### config.mk
export PLATFORM = sky130hd
export DESIGN_NAME = addsub_sequencer
export DESIGN_NICKNAME = d
export VERILOG_FILES = /design/src/rtl/addsub_sequencer.sv
export SDC_FILE = /design/constraint.sdc
export NUM_CORES = 1
export LEC_CHECK = 0
export ABC_AREA = 0
export CAP_MARGIN = 20
export CORE_ASPECT_RATIO = 0.9
export CORE_MARGIN = 1.5
export CORE_UTILIZATION = 48
export CTS_CLUSTER_DIAMETER = 50
export DETAILED_ROUTE_END_ITERATION = 8
export GPL_TIMING_DRIVEN = 0
export PLACE_DENSITY_LB_ADDON = 0.12
export SETUP_SLACK_MARGIN = 0.2
export SLEW_MARGIN = 25
export SYNTH_ARGS = -nofsm -noshare
export SYNTH_HDL_FRONTEND = slang
export SYNTH_SLANG_ARGS = --single-unit
### constraint.sdc
create_clock -name clk -period 6.4 [get_ports clk]
set_input_delay 1.28 -clock clk [delete_from_list [all_inputs] [get_ports clk]]
set_output_delay 1.28 -clock clk [all_outputs]
set_load 0.05 [all_outputs]
### src/rtl/addsub_sequencer.sv
// addsub_sequencer: three-state add/subtract accumulator sequencer.
// A start in IDLE loads the accumulator. RUN then accepts one add or
// subtract per cycle until an operation arrives with in_last set.
// DONE lasts exactly one cycle and pulses done.
// Optional feature macro: ADDSUB_SATURATE_EN. When it is defined, an
// invalid add clamps acc to all-ones and an invalid subtract clamps
// acc to zero. When it is undefined, acc takes the wrapped result.
module addsub_sequencer #(
   parameter int unsigned WIDTH = 8
) (
   input  logic             clk,
   input  logic             reset,
   input  logic             start,
   input  logic [WIDTH-1:0] init_data,
   input  logic             in_valid,
   output logic             in_ready,
   input  logic             in_sub,
   input  logic [WIDTH-1:0] in_data,
   input  logic             in_last,
   output logic [WIDTH-1:0] acc,
   output logic             op_strobe,
   output logic             op_ok,
   output logic             err,
   output logic [7:0]       op_count,
   output logic             busy,
   output logic             done
);

   typedef enum logic [1:0] {
      IDLE = 2'd0,
      RUN  = 2'd1,
      DONE = 2'd2
   } state_t;

   state_t           state_q, state_d;
   logic [WIDTH-1:0] acc_q, acc_d;
   logic             err_q, err_d;
   logic [7:0]       op_count_q, op_count_d;
   logic             op_strobe_q, op_strobe_d;
   logic             op_ok_q, op_ok_d;

   logic [WIDTH:0]   sum;
   logic [WIDTH-1:0] operand;
   logic             carry;
   logic             valid;
   logic             accept;

   // Datapath: subtract is computed as acc + ~in_data + 1 at WIDTH+1 bits.
   always_comb begin
      operand = in_sub ? ~in_data : in_data;
      sum     = {1'b0, acc_q} + {1'b0, operand} + {{WIDTH{1'b0}}, in_sub};
      carry   = sum[WIDTH];
      // An add is valid without carry-out; a subtract is valid with one (no borrow).
      valid   = in_sub ? carry : ~carry;
   end

   // Next-state logic, handshake, and accumulator, error and count update.
   always_comb begin
      state_d     = state_q;
      acc_d       = acc_q;
      err_d       = err_q;
      op_count_d  = op_count_q;
      op_strobe_d = 1'b0;
      op_ok_d     = op_ok_q;
      in_ready    = 1'b0;
      accept      = 1'b0;
      case (state_q)
         IDLE: begin
            if (start) begin
               acc_d      = init_data;
               err_d      = 1'b0;
               op_count_d = '0;
               state_d    = RUN;
            end
         end
         RUN: begin
            in_ready = 1'b1;
            accept   = in_valid;
            if (accept) begin
`ifdef ADDSUB_SATURATE_EN
               if (valid)
                  acc_d = sum[WIDTH-1:0];
               else if (in_sub)
                  acc_d = '0;
               else
                  acc_d = '1;
`else
               acc_d = sum[WIDTH-1:0];
`endif
               op_strobe_d = 1'b1;
               op_ok_d     = valid;
               err_d       = err_q | ~valid;
               if (op_count_q != 8'hFF)
                  op_count_d = op_count_q + 8'd1;
               if (in_last)
                  state_d = DONE;
            end
         end
         DONE: begin
            state_d = IDLE;
         end
         default: begin
            state_d = IDLE;
         end
      endcase
   end

   // State and datapath registers. Reset wins over any start or handshake.
   always_ff @(posedge clk) begin
      if (reset) begin
         state_q     <= IDLE;
         acc_q       <= '0;
         err_q       <= 1'b0;
         op_count_q  <= '0;
         op_strobe_q <= 1'b0;
         op_ok_q     <= 1'b0;
      end else begin
         state_q     <= state_d;
         acc_q       <= acc_d;
         err_q       <= err_d;
         op_count_q  <= op_count_d;
         op_strobe_q <= op_strobe_d;
         op_ok_q     <= op_ok_d;
      end
   end

   // Drive the output ports from the registered state.
   always_comb begin
      acc       = acc_q;
      err       = err_q;
      op_count  = op_count_q;
      op_strobe = op_strobe_q;
      op_ok     = op_ok_q;
      busy      = (state_q != IDLE);
      done      = (state_q == DONE);
   end

endmodule

==> results.md <==
- Slew Limit Fails: 0
- Placed Area: 1884 um2
- Hold path cells: 2
- Period minus WS final: 4.060 ns
- DP HPWL: 2827 um
- Die X: 60.01 um
- Ports: 44
- Clock-pin slew on the worst setup and hold paths: 0.14 ns
- Fmax: 246.3 MHz
- Worst path buffer plus inverter count: 2
- Initial Utilization: 50.68%
- Crit-path max FO: 10
- Seq/Total Area, Yosys: 29.95%
- Highest metal used: met4
- Filler Cells Inserted: 246
- Final instance area: 1914 um2
- Root Driver: clkbuf_4
- Vias in the first global route: 1236
- Finish-stage setup viols: 0
- RSZ-0062 raised after global routing: false
- DRT Pass-1 Iters: 4
- Synth top area share: 29.95%
- Share of cells above drive strength 1: 8.491%
- Vias: 1380
- GRT Overall Usage: 23.98%
- Port Buffers: 43
- Post-Syn Area: 1404 um2
- DIE AREA: 3259 um2
- Crit start category: input pin
- Top post-synthesis cells by area: dfxtp_1 (30%), xor2_1 (8.7%), ha_1 (7.1%)
- R2R cell count: 7
- CTS Hold Bufs: 0
- Synth Area per Inst: 8.508 um2
- First-pass GRT wire length: 5713 um
- Post-CTS Setup Inserts: 0
- GP Congestion: 0.8257
- Area added between synthesis and finish: 36.36%
- Total grt overflow: 0
- Met2 WL post-DR: 1792 um
- Antenna-violating nets left: 0
- WS Path Type: in2reg
- Worst path arrival time: 4.29 ns
- TritonCTS buffer count: 3
- Setup tns final: 0 ns
- CTS tree: built
- Cell count along the critical path: 9
- DRT Wirelength: 3665 um
- Headroom to the max-slew limit: 55.66%
- Vias per cell: 5.476
- Synth Instances: 165
- Period utilisation layout: 63.43%
- Critical Path RT: 6.63 ns
- Syn. warnings: 0
- CP max stage delay: 0.52 ns
- WL/cell: 14.54 um
- Pwr Density: 207.1 nW/um2
- Crit-path leading delay family: buffers and inverters
- Row cnt: 18
- Maximum clock insertion buffer count: 2
- Largest net degree at the start of global routing: 14
- Clock Latency Late Sink: 0.32 ns
- Setup Skew: 0.006514 ns
- Asr flop ratio synth: 0%
- Initial antenna violation count: 0
- DRC Markers: 0
- Syn Nets: 196
- Crit end category: flip-flop
- Die H: 54.31 um
- Clk sink count: 21
- Critical-path cell list: clkdlybuf4s50_1, clkbuf_1, xor2_1, fa_1, a211oi_1, nor2_1, o21ai_1, nor4_1, or3_1
- Cell type with the largest total area after synthesis: dfxtp_1
- Worst-margin pin slew: 0.6651 ns
- CP max stage cell: clkbuf_1
- Cell variety after synth: 43
- Number of synthesized flops with an enable pin: 0
- Status: finished clean
- Max-cap violations: 0
- Post-Route M1 WL: 1633 um
- Maximum VDD drop: 0.1386 mV
- Net count reported at finish: 244
- Worst min path class: reg2reg
- H-tree lvl count: 1
- Post-CTS resize count: 0
- Final hold vios: 0
- Initial DRC Count: 51
- Most instantiated cells after synthesis: dfxtp_1 (21), nor2_1 (21), xor2_1 (14)
- ANT cells: 0
- Met3 Wirelength: 191 um
- Most used DFF post-synth: dfxtp_1
- Leak: 0.7846 nW
- Yosys reg bits: 21
- Core box area: 2770 um2
state kept, by name (all words and copies together), names as in the netlist:
register / flops
op_strobe: 1
acc: 8
op_count: 8
state_q: 2
err: 1
op_ok: 1
power by group:
part	total [mW]	switching, mW	leakage [nW]	internal, mW
Sequential	0.147	0.00783	0.172	0.140
Combinational	0.178	0.105	0.599	0.0732
Clock	0.0711	0.0472	0.0139	0.0239
metrics by stage:
| step | instances | utilization, % | hold WS, ns | power [mW] | setup WS, ns |
|---|---|---|---|---|---|
| final | 252 | 69.11 | 0.5037 | 0.3965 | 2.340 |
| after detailed placement | 248 | 68.02 | 0.4892 | 0.3261 | 2.017 |
| after global routing | 252 | 69.11 | 0.5311 | 0.4181 | 2.141 |
| after floorplan | 165 | - | 0.5409 | 0.2726 | 2.988 |
| after global placement | 248 | 68.02 | 0.4743 | 0.3200 | 2.127 |
| after CTS | 252 | 69.11 | 0.5102 | 0.3962 | 2.369 |
routing by layer:
layer  track usage, %  vias up
met2            41.30       49
met3            2.600        6
met1            31.21      638
met4            8.519        0
li1                 -      687
met5                0        -
placed cells by master, fill, tap and decap left out, drive strengths merged, types with 4 or more instances in the layout:
cell and count:
clkdlybuf4s50 43, nor2 22, dfxtp 21, xor2 14, nand2 11, o21ai 10, a21oi 8, ha 8
clkbuf 7, mux2i 6, a211oi 6, and3 5, inv 4, a21o 4, nand3 4, buf 4
worst min-delay path: cells and delay by family, from the launching register on:
| kind | cells | cell delay [ns] |
|---|---|---|
| AOI/OAI and AO/OA | 1 | 0.05 |
| DFF | 1 | 0.36 |
| and+or+nand+nor | 1 | 0.07 |
worst paths after layout:
check             slack (ns)  startpoint      to
setup / recovery        2.34      in_sub     err
hold / removal          0.50      acc[2]  acc[2]
setup reg to reg        3.95      acc[0]     err
hold reg to reg         0.50      acc[2]  acc[2]
area by class of cell:
type | count | area, um2 | area share [%]
buffer | 8 | 43.79 | 2.288
clock buffer | 3 | 22.52 | 1.176
clock inverter | 1 | 7.507 | 0.3922
inverter | 4 | 15.01 | 0.7843
multi-input combinational | 132 | 924.6 | 48.30
sequential | 21 | 420.4 | 21.96
tap | 40 | 50.05 | 2.614
timing repair buffer | 43 | 430.4 | 22.48
kinds of logic after synthesis:
kind of cell               count (synthesis)  share of synthesized area (%)
muxes                                      7                          5.347
DFF                                       21                          29.95
adders and majority gates                  9                          8.556
buffers and inverters                     12                          4.188
xor gates and xnor gates                  17                          10.61
and+or+nand+nor                           60                          21.39
AOI/OAI and AO/OA                         39                          19.97
No activity file was read; power rests on OpenSTA's default activity.
==> patch 1, RTL diff (config.mk and constraints unchanged) <==
`WIDTH`: 8 -> 12.
--- a/src/rtl/addsub_sequencer.sv
+++ b/src/rtl/addsub_sequencer.sv
@@ -6,7 +6,7 @@
 // invalid add clamps acc to all-ones and an invalid subtract clamps
 // acc to zero. When it is undefined, acc takes the wrapped result.
 module addsub_sequencer #(
-   parameter int unsigned WIDTH = 8
+   parameter int unsigned WIDTH = 12
 ) (
    input  logic             clk,
    input  logic             reset,
Interface: changed (resized acc, in_data and init_data); port bits go from 44 to 56. The function was not compared with the original's and may differ.
==> patch 1 against the original RTL <==
Design area is 31% higher; hold slack worse by 8.4 ps; sequential power is 20% higher; setup slack better by 440 ps; maximum frequency is 12% higher; area after synthesis is 33% higher; critical endpoint is now acc[8]$_SDFFE_PP0P_; routed wire length is 32% higher; clock skew is 1.9 ps lower; critical path depth stayed put; sequential cell count is 4 higher; total power is 34% higher; count of clock-buffer cells in the layout stayed put; largest power group unchanged.
==> patch 1: results (changes against the original RTL) <==
GRT met1 Usage=33.1% (+1.9 points); synth cell count leaders=dfxtp_1 (25), nor2_1 (23), nand2_1 (21); Worst Path Max Fanout=4 (-6); Worst slew margin=58.6% (+2.9 points); Hold Path Depth=2 (unchanged); DR vias=1,805 (+31%); CTS Root Cell=clkbuf_8; Inserted Clock Buffers=3 (unchanged); met2 wire length=2290 um (+28%); Clock transition at path regs=100 ps (-40 ps); worst setup path start=in_data[0]; status=finished clean; r2r startpoint=acc[0]$_SDFFE_PP0P_; grt met2 use=39.5% (-1.8 points); Adder-Cell Fraction of Synth Area=9.08% (+0.53 points); maximum VDD drop=0.000112 V (-19%); CP max stage cell=clkdlybuf4s50_1; sequential area share after synthesis=26.7% (-3.2 points); Synth Area per Inst=8.29 sq um (-2.6%); largest net degree at the start of global routing=17 (+3); hold slack=495 ps (-8.38 ps); Syn Nets=269 (+37%); critical path's top delay family=compound AO/OA/AOI/OAI gates; mux cell area share after synthesis=2.14% (-3.2 points); largest cells by area after synthesis=dfxtp_1 (27%), ha_1 (8.0%), xor2_1 (5.6%), xnor2_1 (5.1%), nor2_1 (4.6%); share of cells above drive strength 1=8.48% (-0.010 points); WL final=4860 um (+32%); vias in the first global route=1,712 (+39%); Synth Area in XOR/XNOR=10.8% (+0.15 points); fillers=345 (+40%); Metal-1 WL=2270 um (+39%); Port Buffers=53 (+23%); Clk Latency, worst-skew pair=280 ps (-40 ps); placed cell areas=2460 sq um (+31%); first-iteration detailed-routing DRC count=152 (+200%); Internal=0.316 mW (+34%); Critical Path AT=3820 ps (-470 ps); Post-CTS Setup Inserts=0 (unchanged); Place WS=2540 ps (+522 ps); Final min period=3620 ps (-443 ps); M3 GR Usage=4.35% (+1.7 points); Max Root-Sink Buffers=2 (unchanged); worst reg2reg path depth=8 (+1); Worst Skew=4.61 ps (-1.90 ps); wire per inst=14.8 um (+1.5%); leakage=0.974 nW (+24%); DR WL met3=274 um (+43%); complex-gate fraction of the synthesized area=24.2% (+4.3 points); synth unique cells=51 (+19%); fin nets=327 (+34%); All-Layer GR Usage=23.9% (-0.046 points); R2R Setup Slk=4020 ps (+70 ps); synth warn=0 (unchanged); Final GP Congestion=0.937 (+13%); Post-DP HPWL=3650 um (+29%); Critical Path End=acc[8]$_SDFFE_PP0P_; first-pass GRT wire length=7900 um (+38%)
patch 1: layout make-up:
type / instances / area [sq um] / share of cell area [%]
Multi-Input combinational cell: 185 / 1300 / 51.7
Timing Repair Buffer: 53 / 531 / 21.1
Sequential cell: 25 / 500 / 19.9
Tap cell: 46 / 57.6 / 2.29
Buffer: 10 / 51.3 / 2.04
Clock buffer: 3 / 41.3 / 1.64
Inverter: 6 / 22.5 / 0.897
Clock inverter: 1 / 8.76 / 0.349
patch 1: power by group through the flow:
stage	combinational, mW	clock (mW)	sequential [mW]
after floorplan	0.144	0	0.214
after detailed placement	0.249	0	0.180
after CTS	0.250	0.105	0.176
after global placement	0.246	0	0.180
final	0.251	0.103	0.176
after global routing	0.275	0.112	0.178
patch 1: kinds of logic after synthesis:
logic type               count (synthesis)
multiplexers                             4
XOR/XNOR                                23
adder cells (fa/ha/maj)                 13
AO/OA/AOI/OAI                           61
buffers and inverters                   16
AND/OR/NAND/NOR                         84
flip-flops                              25
==> patch 2, RTL diff (config.mk and constraints unchanged) <==
Made on the original files. Re-encode `state_t` (3 states) as one-hot, 3 bits wide.
--- a/src/rtl/addsub_sequencer.sv
+++ b/src/rtl/addsub_sequencer.sv
@@ -26,10 +26,10 @@
    output logic             done
 );
 
-   typedef enum logic [1:0] {
-      IDLE = 2'd0,
-      RUN  = 2'd1,
-      DONE = 2'd2
+   typedef enum logic [2:0] {
+      IDLE = 3'b001,
+      RUN  = 3'b010,
+      DONE = 3'b100
    } state_t;
 
    state_t           state_q, state_d;
Formal check against the unedited RTL: same outputs for any inputs over 10 cycles, from zero or initial values and one cycle with reset high; not proved beyond that.
==> patch 2 against the original RTL <==
Clock power is 49% higher; setup slack better by 240 ps; design area is 2.0% higher; maximum frequency is 6.2% higher; non-clock buffer count is 2 lower; sequential power is 3% higher; sequential share of layout area is 0.59 points higher; total power is 1.3% lower; area after synthesis is 1.2% higher; sequential cell count is 1 higher; routed wire length is 4.8% higher; highest routed layer unchanged.
==> patch 2: results (changes against the original RTL) <==
status=finished clean; DP Cell Count=252 (+1.6%); synth unique cells=44 (+2.3%); Synth Area per Inst=8.40 sq um (-1.2%); hold wc startpoint=err$_SDFFE_PP0P_; vias in the first global route=1,341 (+8.5%); fillers=245 (-0.41%); wire per inst=15.0 um (+3.2%); leakage=0.734 nW (-6.5%); synth cell count leaders=dfxtp_1 (22), nand2_1 (18), a21oi_1 (17); All-Layer GR Usage=25.0% (+1.0 points); first-iteration detailed-routing DRC count=111 (+120%); Final GP Congestion=0.954 (+16%); CTS H-Tree Depth=1 (unchanged); R2R Setup Slk=4150 ps (+200 ps); worst setup path start=state_q[1]$_SDFFE_PP0P_; maximum VDD drop=0.000165 V (+19%); synth warn=0 (unchanged); sequential area share after synthesis=31.0% (+1.1 points); Hold EP=err$_SDFFE_PP0P_; Worst Skew=3.53 ps (-2.99 ps); worst slew pin tran=772 ps (+106 ps); Inserted Clock Buffers=3 (unchanged); WL final=3840 um (+4.8%); Post-DP HPWL=3000 um (+6.0%); FFs w/ async S/R, synth=0% (unchanged); Syn Nets=200 (+2.0%); dominant synthesized flop cell=dfxtp_1; Hold Path Depth=1 (-1); largest cells by area after synthesis=dfxtp_1 (31%), ha_1 (7.0%), a21oi_1 (6.0%), xnor2_1 (5.6%), xor2_1 (5.6%); Critical Path End=in_ready; worst reg2reg path depth=8 (+1); Critical Path AT=2540 ps (-1750 ps); share of cells above drive strength 1=6.94% (-1.5 points); first drt pass iteration count=4 (unchanged); first-pass GRT wire length=6110 um (+6.9%); PostCTS Resize Cnt=0 (unchanged); r2r startpoint=acc[0]$_SDFFE_PP0P_; DR vias=1,469 (+6.4%); Post-CTS Setup Inserts=0 (unchanged); crit share post-route=59.7% (-3.7 points); worst hold path class=reg2reg; Place WS=2310 ps (+296 ps); hold slack=491 ps (-13.1 ps); max cap viols=0 (unchanged); largest net degree at the start of global routing=14 (unchanged)
[patch 2: cell count changes after synthesis, moves of 4 or more]
| cell | delta |
|---|---|
| xnor2_1 | +6 |
| xor2_1 | -5 |
| nor2_1 | -5 |
| nand2_1 | +7 |
| nand3b_1 | +4 |
| a21oi_1 | +9 |
[patch 2: per-stage QoR]
| stage | cell area (sq um) | power, mW | util [%] |
|---|---|---|---|
| global placement | 1900 | 0.280 | 68.6 |
| global route | 1950 | 0.410 | 70.5 |
| detailed placement | 1900 | 0.287 | 68.6 |
| finish | 1950 | 0.391 | 70.5 |
| floorplan | 1420 | 0.240 | - |
| CTS | 1950 | 0.393 | 70.5 |
[patch 2: report_power, final]
part / internal, mW / switching [mW]
combinational: 0.0547 / 0.0791
clock: 0.0633 / 0.0430
sequential: 0.144 / 0.00730
total: 0.262 / 0.129
[patch 2: layer usage]
metal	vias up	share of wire, %	track usage (%)
li1	713	-	-
met1	704	45	33.3
met2	48	49	42.0
met3	4	5.1	4.96
met4	0	0.76	5.19
met5	-	0	0
[patch 2: worst max-delay path: stages, from the launching register on]
cell and delay (ps):
dfxtp_1 430, or3b_1 370, buf_2 190, inv_2 150, buf_2 250, clkdlybuf4s50_1 830
[patch 2: cell type report]
cell class	instances	area, sq um	share of cell area (%)
well taps	40	50.0	2.56
multi-input cells	137	938	48.0
flip-flops and latches	22	440	22.5
inverters	4	15.0	0.769
plain buffers	6	26.3	1.35
clock buffers	3	22.5	1.15
repair buffers	43	430	22.0
clock inverters	1	30.0	1.54
[patch 2: logic make-up (layout without fill, tap and decap cells)]
logic type      Yosys count  after routing  synth area share [%]
compound gates           40             40                  18.3
xor+xnor                 18             18                  11.1
fa+ha+maj                 9              9                  8.46
buf+inv                  10             57                  2.91
flops                    22             22                  31.0
mux                       2              2                  1.41
simple gates             68             68                  26.8
